--- src/rtl/eco32f_dwb_wbuf.sv ---
// Posted write buffer between the LSU data Wishbone master and the system bus.
// Optional store coalescing into the newest queued entry: define DWB_WBUF_COALESCE_EN.
module eco32f_dwb_wbuf #(
  parameter int DEPTH_LOG2 = 2
) (
  input  logic        clk,
  input  logic        rst,
  input  logic [31:0] lsu_adr_i,
  input  logic        lsu_stb_i,
  input  logic        lsu_cyc_i,
  input  logic [3:0]  lsu_sel_i,
  input  logic        lsu_we_i,
  input  logic [2:0]  lsu_cti_i,
  input  logic [1:0]  lsu_bte_i,
  input  logic [31:0] lsu_dat_i,
  output logic [31:0] lsu_dat_o,
  output logic        lsu_ack_o,
  output logic        lsu_err_o,
  output logic [31:0] dwbm_adr_o,
  output logic        dwbm_stb_o,
  output logic        dwbm_cyc_o,
  output logic [3:0]  dwbm_sel_o,
  output logic        dwbm_we_o,
  output logic [2:0]  dwbm_cti_o,
  output logic [1:0]  dwbm_bte_o,
  output logic [31:0] dwbm_dat_o,
  input  logic        dwbm_ack_i,
  input  logic        dwbm_err_i,
  input  logic        dwbm_rty_i,
  input  logic [31:0] dwbm_dat_i,
  output logic        wbuf_empty,
  output logic        wbuf_err
);

  localparam int DEPTH = 1 << DEPTH_LOG2;
  localparam logic [DEPTH_LOG2:0]   CNT_ONE  = (DEPTH_LOG2+1)'(1);
  localparam logic [DEPTH_LOG2:0]   CNT_FULL = (DEPTH_LOG2+1)'(DEPTH);
  localparam logic [DEPTH_LOG2-1:0] PTR_ONE  = DEPTH_LOG2'(1);

  typedef enum logic [1:0] {M_IDLE, M_WRITE, M_READ} state_t;

  state_t                state_reg;
  logic [DEPTH_LOG2-1:0] wr_ptr_reg, rd_ptr_reg;
  logic [DEPTH_LOG2:0]   count_reg;
  logic                  wr_ack_reg, wbuf_err_reg;
  logic [31:0]           m_adr_reg, m_dat_reg;
  logic [3:0]            m_sel_reg;
  logic                  m_stb_reg, m_cyc_reg;

  logic [29:0] adr_mem [DEPTH];
  logic [3:0]  sel_mem [DEPTH];
  logic [31:0] head_dat;

  logic                  bus_done, pop, full, wr_req, accept, push, merge, merge_hit, is_read;
  logic [DEPTH_LOG2-1:0] newest_idx, wr_idx;

  assign bus_done   = dwbm_ack_i | dwbm_err_i | dwbm_rty_i;
  assign pop        = (state_reg == M_WRITE) & bus_done;
  assign full       = (count_reg == CNT_FULL);
  assign is_read    = (state_reg == M_READ);
  assign newest_idx = wr_ptr_reg - PTR_ONE;
  // Registered ack blocks a second accept while the LSU still holds stb.
  assign wr_req     = lsu_cyc_i & lsu_stb_i & lsu_we_i & ~wr_ack_reg & ~is_read;

`ifdef DWB_WBUF_COALESCE_EN
  logic [29:0] last_adr_reg;
  // With a single entry the newest is the head, which is being (or about to be) issued.
  assign merge_hit = (count_reg > CNT_ONE) & (last_adr_reg == lsu_adr_i[31:2]);
`else
  assign merge_hit = 1'b0;
`endif

  // A slot freed by this cycle's pop is reusable by this cycle's push.
  assign accept = wr_req & (merge_hit | ~full | pop);
  assign push   = accept & ~merge_hit;
  assign merge  = accept & merge_hit;
  assign wr_idx = merge ? newest_idx : wr_ptr_reg;

  for (genvar gi = 0; gi < 4; gi++) begin : g_lane
    logic [7:0] lane_mem [DEPTH];
    always_ff @(posedge clk) begin
      if (push || (merge && lsu_sel_i[gi]))
        lane_mem[wr_idx] <= lsu_dat_i[8*gi +: 8];
    end
    assign head_dat[8*gi +: 8] = lane_mem[rd_ptr_reg];
  end

  always_ff @(posedge clk) begin
    if (push) begin
      adr_mem[wr_ptr_reg] <= lsu_adr_i[31:2];
      sel_mem[wr_ptr_reg] <= lsu_sel_i;
    end else if (merge) begin
      sel_mem[newest_idx] <= sel_mem[newest_idx] | lsu_sel_i;
    end
  end

  always_ff @(posedge clk or posedge rst) begin
    if (rst) begin
      state_reg    <= M_IDLE;
      wr_ptr_reg   <= '0;
      rd_ptr_reg   <= '0;
      count_reg    <= '0;
      wr_ack_reg   <= 1'b0;
      wbuf_err_reg <= 1'b0;
      m_adr_reg    <= '0;
      m_dat_reg    <= '0;
      m_sel_reg    <= '0;
      m_stb_reg    <= 1'b0;
      m_cyc_reg    <= 1'b0;
`ifdef DWB_WBUF_COALESCE_EN
      last_adr_reg <= '0;
`endif
    end else begin
      wr_ack_reg   <= accept;
      wbuf_err_reg <= 1'b0;
      if (push) wr_ptr_reg <= wr_ptr_reg + PTR_ONE;
      if (pop)  rd_ptr_reg <= rd_ptr_reg + PTR_ONE;
      case ({push, pop})
        2'b10:   count_reg <= count_reg + CNT_ONE;
        2'b01:   count_reg <= count_reg - CNT_ONE;
        default: count_reg <= count_reg;
      endcase
`ifdef DWB_WBUF_COALESCE_EN
      if (push) last_adr_reg <= lsu_adr_i[31:2];
`endif
      case (state_reg)
        M_IDLE: begin
          if (count_reg != '0) begin
            state_reg <= M_WRITE;
            m_adr_reg <= {adr_mem[rd_ptr_reg], 2'b00};
            m_sel_reg <= sel_mem[rd_ptr_reg];
            m_dat_reg <= head_dat;
            m_stb_reg <= 1'b1;
            m_cyc_reg <= 1'b1;
          end else if (lsu_cyc_i && lsu_stb_i && !lsu_we_i) begin
            state_reg <= M_READ;
          end
        end
        M_WRITE: begin
          if (bus_done) begin
            m_stb_reg    <= 1'b0;
            m_cyc_reg    <= 1'b0;
            wbuf_err_reg <= dwbm_err_i | dwbm_rty_i;
            state_reg    <= M_IDLE;
          end
        end
        M_READ: begin
          if (!lsu_cyc_i || (bus_done && (lsu_cti_i == 3'b111 || lsu_cti_i == 3'b000)))
            state_reg <= M_IDLE;
        end
        default: state_reg <= M_IDLE;
      endcase
    end
  end

  // Reads are a transparent passthrough; writes come from the registered head entry.
  always_comb begin
    dwbm_adr_o = is_read ? lsu_adr_i : m_adr_reg;
    dwbm_stb_o = is_read ? lsu_stb_i : m_stb_reg;
    dwbm_cyc_o = is_read ? lsu_cyc_i : m_cyc_reg;
    dwbm_sel_o = is_read ? lsu_sel_i : m_sel_reg;
    dwbm_we_o  = ~is_read & m_cyc_reg;
    dwbm_cti_o = is_read ? lsu_cti_i : (m_cyc_reg ? 3'b111 : 3'b000);
    dwbm_bte_o = is_read ? lsu_bte_i : 2'b00;
    dwbm_dat_o = m_dat_reg;
    lsu_dat_o  = is_read ? dwbm_dat_i : 32'h0;
    lsu_ack_o  = is_read ? dwbm_ack_i : wr_ack_reg;
    lsu_err_o  = is_read & (dwbm_err_i | dwbm_rty_i);
  end

  assign wbuf_empty = (count_reg == '0) & (state_reg != M_WRITE);
  assign wbuf_err   = wbuf_err_reg;

endmodule

--- config.mk ---
export PLATFORM = sky130hd
export DESIGN_NAME = eco32f_dwb_wbuf
export DESIGN_NICKNAME = d
export VERILOG_FILES = /design/src/rtl/eco32f_dwb_wbuf.sv
export SDC_FILE = /design/constraint.sdc
export NUM_CORES = 1
export LEC_CHECK = 0
export ABC_AREA = 1
export ABC_CLOCK_PERIOD_IN_PS = 5400
export CAP_MARGIN = 25
export CORE_ASPECT_RATIO = 0.5
export CORE_MARGIN = 8
export CORE_UTILIZATION = 35
export DETAILED_ROUTE_END_ITERATION = 12
export GPL_TIMING_DRIVEN = 0
export SLEW_MARGIN = 20
export SYNTH_ARGS = -nofsm -noshare
export SYNTH_HDL_FRONTEND = slang
export SYNTH_SLANG_ARGS = --single-unit
--- constraint.sdc ---
create_clock -name clk -period 5.4 [get_ports clk]
set_input_delay 0.54 -clock clk [delete_from_list [all_inputs] [get_ports clk]]
set_output_delay 0.54 -clock clk [all_outputs]
set_load 0.01 [all_outputs]
==> results.md, run 1 <==
Power and ir drop:
- For this design the ratio of total power to cell area is roughly 520 mW/mm^2.
- The share of total power dissipated in combinational logic is 0.401.
- The worst voltage drop across the vdd grid is ~0.22 mV.
- The completed layout was analyzed and its total power is 9.676 mW.
- Summed over all nets, the switching power comes to 3.456 mW.
- The switching share of total power is 0.3572.
- Of the total power, the clock network draws 0.243.
- The leakage component of the power is around 7.5 nW.
- Of the total power, registers draw 0.355.
- The internal power of the cells totals about 6.2 mW.

Timing:
- The summed negative setup slack over all endpoints is 0 ps.
- The minimum clock period after layout is ~3100 ps.
- Across all hold checks on the routed design, the worst slack comes to 337.8 ps.
- The slew at the pin closest to its max-slew limit is approximately 730 ps.
- The total count of hold-check failures in the final report is 0.
- Setup slack on the critical path of the routed design comes to between 2000 and 2500 ps.
- Setup violations remaining at the end of the flow were counted as 0.
- Static timing analysis puts the maximum clock frequency at 0.3187 GHz.
- The clock skew after layout is roughly 14 ps.
- The final count of pins violating max slew is 0.
- The relative max-transition margin is 0.5139.
- The ratio of final minimum period to clock period is 0.5811.
- Setup repair after global routing left no endpoint under its margin.

Floorplanning:
- The initialized floorplan defines between 50 and 60 standard-cell rows.
- The die covers approximately 0.047 sq mm.
- In this run the count of I/O pins placed on the die edge is approximately 230.
- The initial core utilization is 0.3518.
- The vertical die dimension is roughly 160 microns.
- In this run the standard cell core region covers 0.04001 sq mm.
- The overall die width is roughly 300 microns.

Yosys:
- The top-area cell type share of the netlist area is 0.5633.
- By count the netlist is led by sky130_fd_sc_hd__nand2_1 (388), sky130_fd_sc_hd__nor2_1 (316), sky130_fd_sc_hd__edfxtp_1 (264), sky130_fd_sc_hd__o21ai_0 (87), sky130_fd_sc_hd__dfrtp_1 (78).
- The post-synthesis register bit count is between 300 and 400.
- After synthesis, the cell types taking the most area are sky130_fd_sc_hd__edfxtp_1 (56%), sky130_fd_sc_hd__dfrtp_1 (14%), sky130_fd_sc_hd__nand2_1 (10%), sky130_fd_sc_hd__nor2_1 (8.4%), sky130_fd_sc_hd__o21ai_0 (3.1%).
- After synthesis, the share of flip-flops with an asynchronous set or reset is 0.2281.
- The post-synthesis instance area is 0.01407 sq mm.
- The most common flop cell mapped by yosys is sky130_fd_sc_hd__edfxtp_1.
- The count of cell types in the netlist is 25.
- Synthesis handed over a netlist of about 1300 instances.
- The sequential fraction of the synthesis area is 0.7019.
- The synthesized net count is approximately 1500.
- In this run, synthesis inferred roughly 260 flip-flops with an integrated enable.
- The total of warnings raised by yosys is 0.
- The most common cell in the netlist is sky130_fd_sc_hd__nand2_1.
- The mean area per synthesized cell is 10.51 sq um.
- The largest total area in the synthesized netlist belongs to sky130_fd_sc_hd__edfxtp_1.

Route:
- Once detail routing completed, the nets flagged for antenna violations numbered 0.
- The wire length on met2 is 18920 microns.
- The highest metal layer carrying signal wires in the routed design is met4.
- The met1 wire length is around 16000 microns.
- The number of vias per cell is 4.540.
- After detailed routing, the average wire length per cell comes to 16.83 microns.
- The total iterations of the first detailed-routing run is 5.
- Wires add up to between 30000 and 40000 microns.
- Wire segments on met3 add up to around 1600 microns in the final route.
- The number of design rule violations left after detail routing is 0.
- The number of DRC markers in iteration 0 is 739.
- The routed layout has approximately 9900 vias.

Clocking:
- The H-tree was split into 2 levels.
- The quantity of gates resized following cts is 0.
- The number of setup buffers added after CTS is 0.
- The maximum number of buffers from clock root to sink is 3.
- In this run, CTS created clock tree buffers numbering 34.
- The insertion delay of the later-clocked pin in the worst-skew pair is about 520 ps.
- The tree is rooted in a sky130_fd_sc_hd__clkbuf_16.
- The hold buffer count at cts is 0.
- The clock transition time at the flip-flop clock pins of the worst setup and hold paths is roughly 70 ps.
- The clock sink total is around 340.
- The CTS tree is built.

GRT:
- The initial antenna violation count is 0.
- For this run the aggregate overflow at the end of global routing stands at 0.
- The combined global-route utilization of all metal layers is 0.1517.
- The first global-routing pass estimated about 56000 microns of wire.
- The number of global-route vias before repair is a little under 10000.
- Entering global routing, the biggest net connects 32 pins.

Worst setup path:
- The top cell family by delay on the critical path is buffers and inverters.
- STA classifies the critical path endpoint as an output port.
- Data on the critical path is required at its endpoint by 4860 ps.
- Counting both buffers and inverters, the worst setup path holds a total of 5.
- The critical path launch point type is a flip-flop.
- The highest cell delay on the worst timing path is 560 ps.
- The critical path is of the flip-flop to output port type.
- At the worst endpoint, the arrival time is around 2600 ps.
- The slowest stage of the critical path belongs to the cell sky130_fd_sc_hd__clkdlybuf4s50_1.
- The highest net fanout along the worst path is 10.
- The cell with the most instances on the worst path is sky130_fd_sc_hd__nand2_1.
- The critical path goes through inv_2 -> nand2_1 -> inv_2 -> buf_2 -> buf_2 -> nand2_1 -> nand2_1 -> clkdlybuf4s50_1.

Final layout:
- The top register by number of flip-flops is g_lane.lane_mem.
- The area added between synthesis and finish is 31.45%.
- At the end of the flow, the number of nets in the layout was 1733.
- The summed area of non-filler cells in the final layout is 0.01850 sq mm.
- The number of flip-flops under the largest register name is roughly 130.
- The repair_antennas step left the layout with diodes totalling 0.
- For this run, the number of standard cells in the final layout without fillers is between 2000 and 2500.
- The count of filler cells inserted in the layout is about 3600.
- The end-of-flow core utilization is 0.4624.
- Of the cells placed in the final design, the portion with a size suffix greater than 1 is 0.08415.

Placement:
- The post-detailed-placement cell area is 0.01739 sq mm.
- The pre-CTS worst setup slack is roughly 2400 ps.
- The number of instances in the placed design is between 2000 and 2500.
- Summed over all nets, the half-perimeter wirelength after detailed placement is 25330 microns.
- The count of input and output buffers is ~220.
- The global placer's final weighted congestion is between 0.7 and 0.8.

Min path:
- The worst hold-check path type is input port to asynchronous set/reset pin.

Run status:
- The run finished with clean final reports.

Flow run:
- The number of max-capacitance violations reported is 0.
[final timing paths]
check,start,to,slack (ps),depth (start not counted)
setup / recovery,state_reg[0]$_DFFE_PP0P_,dwbm_sel_o[2],2260,8
hold / removal,rst,dwbm_dat_o[8]$_DFFE_PP0P_,340,2
setup reg to reg,state_reg[1]$_DFFE_PP0P_,adr_mem[1][20]$_DFFE_PP_,2940,7
hold reg to reg,m_adr_reg[13]$_DFFE_PP0P_,m_adr_reg[13]$_DFFE_PP0P_,480,2
max in group asynchronous,rst,wr_idx[0]$_DFFE_PP0P_,4320,4
min in group clk,m_adr_reg[13]$_DFFE_PP0P_,m_adr_reg[13]$_DFFE_PP0P_,480,2
[layout by cell type, fill, tap and decap left out, types with 3 or more instances in the layout]
cell and instances:
sky130_fd_sc_hd__nand2_1 388, sky130_fd_sc_hd__nor2_1 312, sky130_fd_sc_hd__edfxtp_1 264, sky130_fd_sc_hd__clkdlybuf4s50_1 224, sky130_fd_sc_hd__o21ai_0 87, sky130_fd_sc_hd__dfrtp_1 78
sky130_fd_sc_hd__inv_1 52, sky130_fd_sc_hd__o21ai_1 50, sky130_fd_sc_hd__buf_2 40, sky130_fd_sc_hd__clkbuf_16 37, sky130_fd_sc_hd__clkbuf_1 19, sky130_fd_sc_hd__buf_6 13
sky130_fd_sc_hd__buf_16 9, sky130_fd_sc_hd__inv_2 8, sky130_fd_sc_hd__clkinv_1 7, sky130_fd_sc_hd__buf_4 6, sky130_fd_sc_hd__buf_12 6, sky130_fd_sc_hd__nor2_4 5
sky130_fd_sc_hd__nand3_1 5, sky130_fd_sc_hd__ha_1 5, sky130_fd_sc_hd__nand2_2 3, sky130_fd_sc_hd__a21oi_1 3, sky130_fd_sc_hd__clkinv_2 3
[per-layer routing]
layer | up-vias | GRT usage
met5 | - | 0
met4 | 0 | 0.03722
met3 | 43 | 0.02634
met2 | 172 | 0.2766
met1 | 4766 | 0.1870
li1 | 4917 | -
[kinds of logic (layout without fill, tap and decap cells)]
kind of cell,count (synthesis),after routing,synth area share
and+or+nand+nor,716,716,0.1930
DFF,342,342,0.7019
AOI/OAI and AO/OA,141,141,0.05032
buffers and inverters,131,432,0.04703
adders and majority gates,6,6,0.005867
xor gates and xnor gates,3,3,0.001867
[power by group through the flow]
| stage | registers [mW] | clock network [mW] | logic [mW] |
|---|---|---|---|
| floorplan | 3.53 | 0 | 2.22 |
| global placement | 3.51 | 0 | 3.86 |
| detailed placement | 3.49 | 0 | 3.95 |
| CTS | 3.44 | 2.39 | 3.97 |
| global route | 3.49 | 2.49 | 4.36 |
| finish | 3.44 | 2.35 | 3.88 |
[layout make-up]
class                           instances  area (sq um)  share of cell area
Tap cell                              540         675.6             0.03652
Clock inverter                         14         121.4            0.006560
Sequential cell                       342          9879              0.5340
Multi-Input combinational cell        866          3563              0.1926
Inverter                               61         231.5             0.01251
Clock buffer                           48         987.2             0.05336
Timing Repair Buffer                  239          2610              0.1411
Buffer                                 70         432.9             0.02340
No activity file was read; power rests on OpenSTA's default activity.
==> run 2: changes to the inputs <==
--- a/config.mk
+++ b/config.mk
@@ -6,7 +6,7 @@
 export NUM_CORES = 1
 export LEC_CHECK = 0
 export ABC_AREA = 1
-export ABC_CLOCK_PERIOD_IN_PS = 5400
+export ABC_CLOCK_PERIOD_IN_PS = 3100
 export CAP_MARGIN = 25
 export CORE_ASPECT_RATIO = 0.5
 export CORE_MARGIN = 8
==> constraint.sdc (replaced) <==
create_clock -name clk -period 3.1 [get_ports clk]
set_input_delay 0.31 -clock clk [delete_from_list [all_inputs] [get_ports clk]]
set_output_delay 0.31 -clock clk [all_outputs]
set_load 0.01 [all_outputs]
==> results of run 2 <==
Same layout as run 1 (identical final DEF). Status: completed.
Among the figures that moved: setup slack after placement 2380 ps -> 310.3 ps; setup slack after layout 2262 ps -> 191.9 ps; hold slack 337.8 ps -> 107.8 ps; register-to-register setup slack 2940 ps -> 640 ps; total power 9.676 mW -> 16.86 mW; worst IR drop on VDD 0.2194 mV -> 0.3821 mV
